--- src/rtl/store_buffer.sv ---
// Four-entry in-order store buffer sitting between the MEM stage and data memory.
// Latency 2 cycles push-to-DM-write; loads take the DM port first, and st_ready drops when full or flushing.
module store_buffer (
    input  logic        clk,
    input  logic        reset,
    input  logic        st_valid,
    input  logic [31:0] st_addr,
    input  logic [31:0] st_data,
    input  logic [3:0]  st_be,
    input  logic [31:0] st_pc,
    output logic        st_ready,
    input  logic        ld_req,
    input  logic [31:0] ld_addr,
    output logic        ld_stall,
    input  logic        flush,
    output logic        flush_done,
    output logic        dm_we,
    output logic [31:0] dm_addr,
    output logic [31:0] dm_data,
    output logic [3:0]  dm_be,
    output logic [31:0] dm_pc,
    output logic [2:0]  count
);
    typedef enum logic [1:0] {RUN, FLUSH, DONE} state_t;

    state_t      state;
    logic [31:0] addr_q [4];
    logic [31:0] data_q [4];
    logic [31:0] pc_q   [4];
    logic [3:0]  be_q   [4];
    logic [1:0]  wr_ptr;
    logic [1:0]  rd_ptr;
    logic [3:0]  entry_vld;
    logic        hit;
    logic        push;
    logic        pop;

    assign st_ready = (count != 3'd4) && (state != FLUSH);
    assign push     = st_valid && st_ready;
    // A stalled load still lets the buffer drain, otherwise the stall could never clear.
    assign pop      = (count != 3'd0) && (!ld_req || ld_stall || (state == FLUSH));
    assign ld_stall = ld_req && hit;

    always_comb begin
        hit = dm_we && (dm_addr[31:2] == ld_addr[31:2]);
        for (int i = 0; i < 4; i++) begin
            entry_vld[i] = ({1'b0, 2'(i) - rd_ptr} < count);
            if (entry_vld[i] && (addr_q[i][31:2] == ld_addr[31:2]))
                hit = 1'b1;
        end
    end

    // Payload storage needs no reset; validity comes from count and pointers.
    always_ff @(posedge clk) begin
        if (push) begin
            addr_q[wr_ptr] <= st_addr;
            data_q[wr_ptr] <= st_data;
            be_q[wr_ptr]   <= st_be;
            pc_q[wr_ptr]   <= st_pc;
        end
    end

    always_ff @(posedge clk or posedge reset) begin
        if (reset) begin
            wr_ptr  <= 2'd0;
            rd_ptr  <= 2'd0;
            count   <= 3'd0;
            dm_we   <= 1'b0;
            dm_addr <= 32'd0;
            dm_data <= 32'd0;
            dm_be   <= 4'd0;
            dm_pc   <= 32'd0;
        end else begin
            if (push)
                wr_ptr <= wr_ptr + 2'd1;
            if (pop)
                rd_ptr <= rd_ptr + 2'd1;
            case ({push, pop})
                2'b10:   count <= count + 3'd1;
                2'b01:   count <= count - 3'd1;
                default: count <= count;
            endcase
            dm_we <= pop;
            if (pop) begin
                dm_addr <= addr_q[rd_ptr];
                dm_data <= data_q[rd_ptr];
                dm_be   <= be_q[rd_ptr];
                dm_pc   <= pc_q[rd_ptr];
            end
        end
    end

    // flush_done is registered alongside the FLUSH->DONE transition so it is high only in DONE.
    always_ff @(posedge clk or posedge reset) begin
        if (reset) begin
            state      <= RUN;
            flush_done <= 1'b0;
        end else begin
            flush_done <= (state == FLUSH) && (count == 3'd0) && !dm_we;
            case (state)
                RUN:     if (flush) state <= FLUSH;
                FLUSH:   if ((count == 3'd0) && !dm_we) state <= DONE;
                DONE:    state <= RUN;
                default: state <= RUN;
            endcase
        end
    end
endmodule

--- config.mk ---
export PLATFORM = sky130hd
export DESIGN_NAME = store_buffer
export DESIGN_NICKNAME = d
export VERILOG_FILES = /design/src/rtl/store_buffer.sv
export SDC_FILE = /design/constraint.sdc
export NUM_CORES = 1
export LEC_CHECK = 0
export CAP_MARGIN = 40
export CORE_MARGIN = 2
export CORE_UTILIZATION = 25
export CTS_CLUSTER_DIAMETER = 120
export DETAILED_ROUTE_END_ITERATION = 6
export PLACE_DENSITY_LB_ADDON = 0.1
export SLEW_MARGIN = 20
export SYNTH_ARGS = -nofsm -noshare
export SYNTH_HDL_FRONTEND = slang
export SYNTH_SLANG_ARGS = --single-unit
--- constraint.sdc ---
create_clock -name clk -period 10.9 [get_ports clk]
set_input_delay 2.725 -clock clk [delete_from_list [all_inputs] [get_ports clk]]
set_output_delay 2.725 -clock clk [all_outputs]
set_load 0.01 [all_outputs]
# --- Word-level counts from Yosys, hierarchy flattened ---
# Memory sizes are Yosys's and may differ from the RTL's. A register that Yosys moved wholly into a read port is not among the register bits.
# Index checks and enable logic that the tools add are counted.
word_totals:
  regBits: 11
  latch_bits: 0
  mem_bits_rw: 400
  rom_bits: 0
  inputBits: 137
  out_inout_bits: 107
  wordCells: 65
  mem_count: 4
memory_table:
  columns: ["name", "words", "word_bits", "read_ports", "rd_clocked_by_memory_dff", "wr", "line", "text"]
  rows:
  - ["addr_q", 4, 32, 5, 1, 1, "27", "logic [31:0] addr_q [4];"]
  - ["data_q", 4, 32, 1, 1, 1, "28", "logic [31:0] data_q [4];"]
  - ["pc_q", 4, 32, 1, 1, 1, "29", "logic [31:0] pc_q [4];"]
  - ["be_q", 4, 4, 1, 1, 1, "30", "logic [3:0] be_q [4];"]
op_classes:
  n_addsub: 8
  multipliers: 0
  div_mod_pow: 0
  n_lt_le_gt_ge: 4
  eq_ne: 12
  n_shift: 0
  mux: 10
  n_bitwise: 0
  reduce_logical: 21
ops:
  columns: ["cell", "n"]
  rows:
  - ["30-bit == test", 5]
  - ["1-bit logical AND", 12]
  - ["2-bit by 3-bit < comparator with 1-bit output", 4]
  - ["1-bit 2-to-1 mux", 6]
  - ["3-bit one-hot mux with 2 select lines", 1]
  - ["2-bit by 1-bit adder with 2-bit output (second input constant)", 2]
  - ["2-bit by 1-bit == test with 1-bit output (second input constant)", 2]
  - ["2-bit 2-to-1 mux", 2]
  - ["2-bit by 1-bit inequality test with 1-bit output (second input constant)", 2]
  - ["2-bit one-hot mux with 2 select lines", 1]
  - ["1-bit by 2-bit subtractor with 2-bit output (first input constant)", 2]
  - ["2-bit subtractor (first input constant)", 2]
  - ["3-bit by 1-bit adder with 3-bit output (second input constant)", 1]
  - ["3-bit logical NOT", 1]
  - ["3-bit inequality test (second input constant)", 1]
  - ["3-bit nonzero test", 1]
  - ["3-bit by 1-bit subtractor with 3-bit output (second input constant)", 1]
  - ["2-bit == test (second input constant)", 1]
  - ["1-bit logical NOT", 2]
  - ["2-bit logical NOT", 1]
  - ["1-bit logical OR", 2]
  - ["2-bit inequality test (second input constant)", 1]
  - ["2-bit AND reduction", 1]
  - ["2-bit nonzero test", 1]

# --- Logic depth before layout (Yosys ltp) ---
# Gate-level depths: netlist of run 1.
logic_depth:
  ltp_word: 13
  mapped_depth: 20
  depth_no_buf: 16

# --- Worst setup path after synthesis of run 1 ---
# OpenSTA, ideal clock, no wires.
synth_timing:
  path_kind: "input to output"
  from: "input port ld_addr[3]"
  to: "output port ld_stall"
  t_arrival_ns: 4.024
  required_time_ns: 8.175
  setup_slack_ns: 4.151
  stages: 7
  path_buffers: 1
  path_cell_list: "buf_4 xor2_1 nor4_1 nand4_1 a2111oi_2 a211o_2 o21a_1"
synth_between:
  elab_chain_cells: 7
  word_cells_on_any_way: 15
  classes_between: "5 x eq/ne; 4 x mux; 6 x reduce/logical"
synth_rtl:
  columns: ["element", "line", "text"]
  rows:
  - ["from (decl)", "13", "input logic [31:0] ld_addr,"]
  - ["30-bit == test, on equally long branches", "45, 48", null]
  - ["1-bit logical AND, on equally long branches", "45, 48", null]
  - ["1-bit 2-to-1 mux (3 in series)", "48", "if (entry_vld[i] && (addr_q[i][31:2] == ld_addr[31:2]))"]
  - ["1-bit 2-to-1 mux (*)", "48", null]
  - ["1-bit logical AND (*)", "42", "assign ld_stall = ld_req && hit;"]
  - ["to (decl)", "14", "output logic ld_stall,"]
# Mark *: on every way between the ends. The rest lies on a longest branch, timed or not.

# --- Worst setup path in the final report of run 1 ---
layout_timing:
  from: "input port ld_addr[6]"
  to: "output port ld_stall"
# Same word-level chain as after synthesis.

==> reports/metrics.yaml, run 1 <==
rows: 106
leakage_nw: 9.07
hold_violations: 0
cp_slowest_cell: "clkdlybuf4s50_1"
coreArea_sq_um: 83400
wire_per_inst_um: 23.8
io_buffers: 241
critPathMaxFanout: 5
final_antenna_net_count: 0
synthesis.area_sq_um: 21000
synth-async-reset-ratio_pct: 21.7
critPathRequiredTime_ns: 8.18
slew_viol_final: 0
grt_pass1_vias: 11336
pin_count: 244
r2r_cells: 10
synthAdderAreaFrac_pct: 0.631
avgSynthCellArea_sq_um: 20.2
relSlewSlack_pct: 47.1
hold_path_class: "flip-flop to flip-flop"
min_to: "state[0]"
outcome: "complete, no violations"
layout_min_cycle_time_ns: 8.47
combPwrFrac_pct: 33.0
die_x_um: 294
r2r-end: "dm_addr[21]"
cp.arrival_ns: 5.74
yosysUniqueCellTypes: 37
n_antenna_cell: 0
rsz0062_at_grt: "no"
worst_slack_ns: 2.43
synth_fp_nets: 1188
synthCells: 1041
finalPower_mw: 7.09
fmax_ghz: 0.118
crit_path_start_kind: "input pin"
critPathKind: "input pin to output port"
antenna_found_initial: 8
placed_cells: 2323
p_switching_mw: 2.08
place.gp.congestion: 0.732
vias_per_cell: 4.25
clk-insertion-delay-late_ns: 0.64
fin_cells: 2439
clk_pin_slew_ns: 0.06
place_ws_ns: 2.46
cellPowerDensity_nw_per_um2: 265
die_area_sq_um: 86400
dr.pass1.iters: 5
ys_ff_latch: 511
hold_depth: 1
gr-total-overflow: 0
synthSimpleGateAreaFrac_pct: 1.75
drive_gt1_share_pct: 24.4
synth_edf_count: 400
area_growth_pct: 27.2
synth_warnings: 0
ys_seq_area_share_pct: 70.3
wl_um: 58000
vias: 10361
final.period_utilization_pct: 77.7
cts_tree: "yes"
cts-root-buf: "clkbuf_16"
cp_slowest_stage_delay_ns: 0.75
drv_cap: 0
cp_common_cell: "clkdlybuf4s50_1"
r2r-start: "rd_ptr[0]"
clockBufferDepth: 3
tightest_slew_ns: 0.794
initialDrtViolationCount: 489
clkPwrFrac_pct: 28.8
cp_cell_sequence: "clkdlybuf4s50_1, xor2_1, nor4_1, nand4_1, a211oi_1, a211o_2, o21a_1, clkdlybuf4s50_1"
fin_nets: 1454
synth_xor_area_share_pct: 6.54
grtUsageTotal_pct: 13.4
power_frac_seq_pct: 38.2
fin_skew_ns: 0.0302
r2r_setup_slack_ns: 6.76
ir_worst_vdd_v: 0.000128
synth-compound-area-share_pct: 0.696
grt_pass1_wl_um: 83400
cts_buffers: 61
grt_max_degree: 53
swShare_pct: 29.3
start_util_pct: 25.2
synth.mux.area_fraction_pct: 17.5
synth_top_family_by_area: "multiplexers"
whs_ns: 0.424
fin_tns_setup_ns: 0
dp_hpwl_um: 37900
post_cts_buffers: 0
route.detailed.drc: 0
finalSetupViolCount: 0
cts_hold_buf: 0
cts_sinks: 511
synth_flop_cell: "edfxtp_1"
die_h_um: 294
htreeDepth: 2
cts_resized: 0
end_kind: "output port"
min_from: "state[1]"
power.internal_mw: 5.01
power groups by stage:
stage	Sequential, mW	Combinational [mW]	Clock, mW
after floorplan	2.73	1.48	0
after global routing	2.76	2.53	2.20
final	2.71	2.34	2.04
after detailed placement	2.75	2.41	0
after CTS	2.72	2.42	2.12
after global placement	2.75	2.36	0
cell usage in the layout (no fill, tap or decap), types with 2 or more instances in the layout:
cell type          n
clkbuf_8           6
mux2_2            20
mux4_2           100
clkinvlp_4         3
dfrtp_4            2
buf_12             2
clkdlybuf4s50_1  241
edfxtp_1         400
clkinv_2          12
clkbuf_16         61
o21ai_0            2
clkinv_1           6
nand2_1            4
nor2_1             4
nand3_1            5
dfrtp_1          109
mux2_4            80
xor2_1            83
buf_16             8
clkinv_4           2
inv_1             15
buf_4             16
a211oi_1           2
clkbuf_1          16
nor4_1            21
inv_6              3
o2111ai_1          4
nand4_1           17
bufinv_16          6
ha_1               9
a21oi_1            3
nor3_1             6
and3_4             4
xnor2_1           74
area by class of cell:
cell class | count | area (sq um)
fillers | 8025 | 56700
flip-flops and latches | 511 | 14800
multi-input cells | 449 | 5730
repair buffers | 268 | 2800
clock buffers | 83 | 1670
well taps | 1080 | 1350
clock inverters | 32 | 340
inverters | 16 | 65.1
critical path: cells and delay by family:
kind,cells,cell delay (ns)
compound gates,3,0.66
simple gates,2,0.78
buf+inv,2,1.29
xor+xnor,1,0.26
cell usage after synthesis (4+ instances only):
library cell  instances  area [sq um]
dfrtp_1             111          2780
buf_12                8           160
and3_1                4          25.0
xor2_1               83           727
mux4_2              100          2250
nor2_1                4          15.0
nand4_1              17           106
buf_6                 8          90.1
buf_2                23           115
clkbuf_1             22          82.6
inv_1                16          60.1
xnor2_1              74           648
nor4_1               21           131
o2111ai_1             4          35.0
edfxtp_1            400         12000
mux2_4               80          1200
nand2_1               4          15.0
nand3_1               5          25.0
ha_1                  9           113
nor3_1                6          30.0
mux2_2               20           225
per-layer routing:
layer | share of wire, % | GRT usage (%)
met4 | 1.9 | 3.29
met3 | 5.8 | 3.60
met1 | 43 | 17.3
met5 | 0.11 | 0
met2 | 49 | 22.5
stage by stage:
stage | util, % | area, sq um
2_1_floorplan | - | 21000
3_5_place_dp | 29.7 | 24700
3_3_place_gp | 29.3 | 24500
6_report | 32.1 | 26700
4_1_cts | 32.1 | 26700
5_1_grt | 32.1 | 26700
how the worst max path moves through the flow:
stage                          start       end  slack [ns]  cells past startpoint
final                     ld_addr[6]  ld_stall        2.43                      8
after CTS                 ld_addr[3]  ld_stall        2.44                      8
after detailed placement  ld_addr[3]  ld_stall        2.46                      8
after floorplan           ld_addr[3]  ld_stall        4.15                      7
after global placement    ld_addr[3]  ld_stall        2.47                      8
after global routing      ld_addr[3]  ld_stall        2.33                      8
flip-flops by register name, indices dropped and copies added, names as in the netlist, 3 cells and up:
register,cells
pc_q,128
dm_be,4
data_q,128
dm_data,32
dm_pc,32
count,3
dm_addr,32
be_q,16
addr_q,128
cell families (layout without fill, tap and decap cells):
kind of cell / Yosys count / after routing
adder cells (fa/ha/maj): 10 / 10
XOR/XNOR: 157 / 157
multiplexers: 200 / 200
buffers and inverters: 81 / 399
AO/OA/AOI/OAI: 18 / 18
AND/OR/NAND/NOR: 64 / 64
flip-flops: 511 / 511
Power figures use the tool's default switching activity.
==> inputs of run 2 (changes only) <==
==> constraint.sdc (replaced) <==
create_clock -name clk -period 7.2 [get_ports clk]
set_input_delay 1.8 -clock clk [delete_from_list [all_inputs] [get_ports clk]]
set_output_delay 1.8 -clock clk [all_outputs]
set_load 0.01 [all_outputs]
==> reports/metrics.yaml, run 2 (same netlist as run 1, synthesis figures left out) <==
start_util_pct: 25.2  # unchanged
fin_tns_setup_ns: 0  # unchanged
critPathMaxFanout: 5  # unchanged
crit_path_start_kind: "input pin"
cp_slowest_cell: "clkdlybuf4s50_1"
outcome: "complete, no violations"
cts-root-buf: "clkbuf_16"
drive_gt1_share_pct: 24.7  # +0.39 points
rsz0062_at_grt: "no"
wl_um: 58900  # +1.5%
pin_count: 244  # unchanged
initialDrtViolationCount: 508  # +3.9%
end_kind: "output port"
grt_pass1_vias: 11547  # +1.9%
met3_usage_pct: 3.86  # +0.26 points
vias_per_cell: 4.26  # +0.30%
ir_worst_vdd_v: 0.000426  # +230%
fin_nets: 1456  # +0.14%
tightest_slew_ns: 0.847  # +0.0532 ns
leakage_nw: 9.15  # +0.89%
grt_pass1_wl_um: 84700  # +1.6%
hold_violations: 0  # unchanged
final.period_utilization_pct: 91.7
relSlewSlack_pct: 43.5  # -3.5 points
coreArea_sq_um: 83400  # unchanged
final_common_cell: "edfxtp_1"
finalSetupViolCount: 0  # unchanged
layout_min_cycle_time_ns: 6.60
cts_resized: 0  # unchanged
final_cell_mix: "400 x edfxtp_1, 241 x clkdlybuf4s50_1, 109 x dfrtp_1, 100 x mux4_2, 83 x xor2_1"
dr.pass1.iters: 5  # unchanged
clk-insertion-delay-late_ns: 0.61  # -0.03 ns
finalPower_mw: 11.0  # +55%
cts_sinks: 511  # unchanged
die_x_um: 294  # unchanged
die_h_um: 294  # unchanged
grt_max_degree: 83  # +57%
clockBufferDepth: 3  # unchanged
slew_viol_final: 0  # unchanged
route.detailed.drc: 0  # unchanged
critPathKind: "input pin to output port"
cp_cell_sequence: "clkdlybuf4s50_1, xor2_1, nor4_1, nand4_1, a2111oi_2, a211o_2, o21a_1, clkdlybuf4s50_1"
cp_common_cell: "clkdlybuf4s50_1"
io_buffers: 241  # unchanged
vias: 10413  # +0.50%
fmax_ghz: 0.152
fin_skew_ns: 0.0261  # -0.00409 ns
clk_pin_slew_ns: 0.05  # about the same
grt_busiest_layer: "met2"
grtUsageTotal_pct: 13.8  # +0.34 points
dp_hpwl_um: 37500  # -0.96%
wire_per_inst_um: 24.1  # +1.3%
hold_path_class: "flip-flop to flip-flop"
cp.arrival_ns: 4.80  # -0.94 ns
cts_buffers: 66  # +8.2%
rows: 106  # unchanged
cts_hold_buf: 0  # unchanged
area_growth_pct: 28.3
grt.met2_usage_pct: 22.5  # +0.035 points
cts_tree: "yes"
gr-total-overflow: 0  # unchanged
cp_slowest_stage_delay_ns: 0.65  # -0.10 ns
final_antenna_net_count: 0  # unchanged
reg_top3: "addr_q: 128 flops, data_q: 128 flops, pc_q: 128 flops"
post_cts_buffers: 0  # unchanged
die_area_sq_um: 86400  # unchanged
drv_cap: 0  # unchanged
critPathRequiredTime_ns: 5.40  # -2.78 ns
htreeDepth: 3  # +1
cellPowerDensity_nw_per_um2: 407  # +53%
use_met1_pct: 17.8  # +0.48 points
antenna_found_initial: 7  # -1
place.gp.congestion: 0.735  # +0.51%
-- run 2: cell type report --
| cell class | instances | area [sq um] |
|---|---|---|
| fill | 7994 | 56500 |
| clock inverter | 27 | 365 |
| multi-input combinational | 449 | 5730 |
| sequential | 511 | 14800 |
| tap | 1080 | 1350 |
| antenna | 2 | 5.00 |
| clock buffer | 94 | 1890 |
| timing repair buffer | 265 | 2770 |
| inverter | 16 | 65.1 |
-- run 2: final timing paths --
check | from | to | slack (ns) | cells after the start
setup / recovery | ld_addr[3] | ld_stall | 0.60 | 8
hold reg to reg | state[1] | state[0] | 0.41 | 1
hold / removal | state[1] | state[0] | 0.41 | 1
max in group asynchronous | reset | dm_pc[21] | 4.42 | 3
setup reg to reg | addr_q[1][3] | count[2] | 3.78 | 13
min in group asynchronous | reset | dm_pc[27] | 1.68 | 2
-- run 2: where the power goes --
group / internal, mW / total, mW / switching, mW
Combinational: 2.03 / 3.51 / 1.48
Sequential: 3.70 / 4.10 / 0.405
Clock: 2.03 / 3.35 / 1.32
Total: 7.75 / 11.0 / 3.21
-- run 2: worst max-delay path: cells and delay by family --
kind / cells / cell delay (ns)
buffers and inverters: 2 / 1.19
AOI/OAI and AO/OA: 3 / 0.79
and+or+nand+nor: 2 / 0.83
xor gates and xnor gates: 1 / 0.18
-- run 2: per-layer routing --
metal,vias up,part of all wire [%],routed length (um)
met5,-,0.097,57
met4,8,2.3,1380
met3,87,5.9,3500
met2,253,48,28400
met1,5451,43,25500
li1,4614,-,-
-- run 2: through the flow --
step           worst slack, ns  cells  area [sq um]  util [%]  hold slack (ns)
2_1_floorplan             2.30   1041         21000         -            0.396
4_1_cts                  0.621   2441         27000      32.3            0.415
3_5_place_dp             0.632   2320         24700      29.6            0.413
3_3_place_gp             0.584   2314         24500      29.4            0.405
5_1_grt                  0.459   2442         27000      32.3            0.428
6_report                 0.600   2444         27000      32.3            0.414
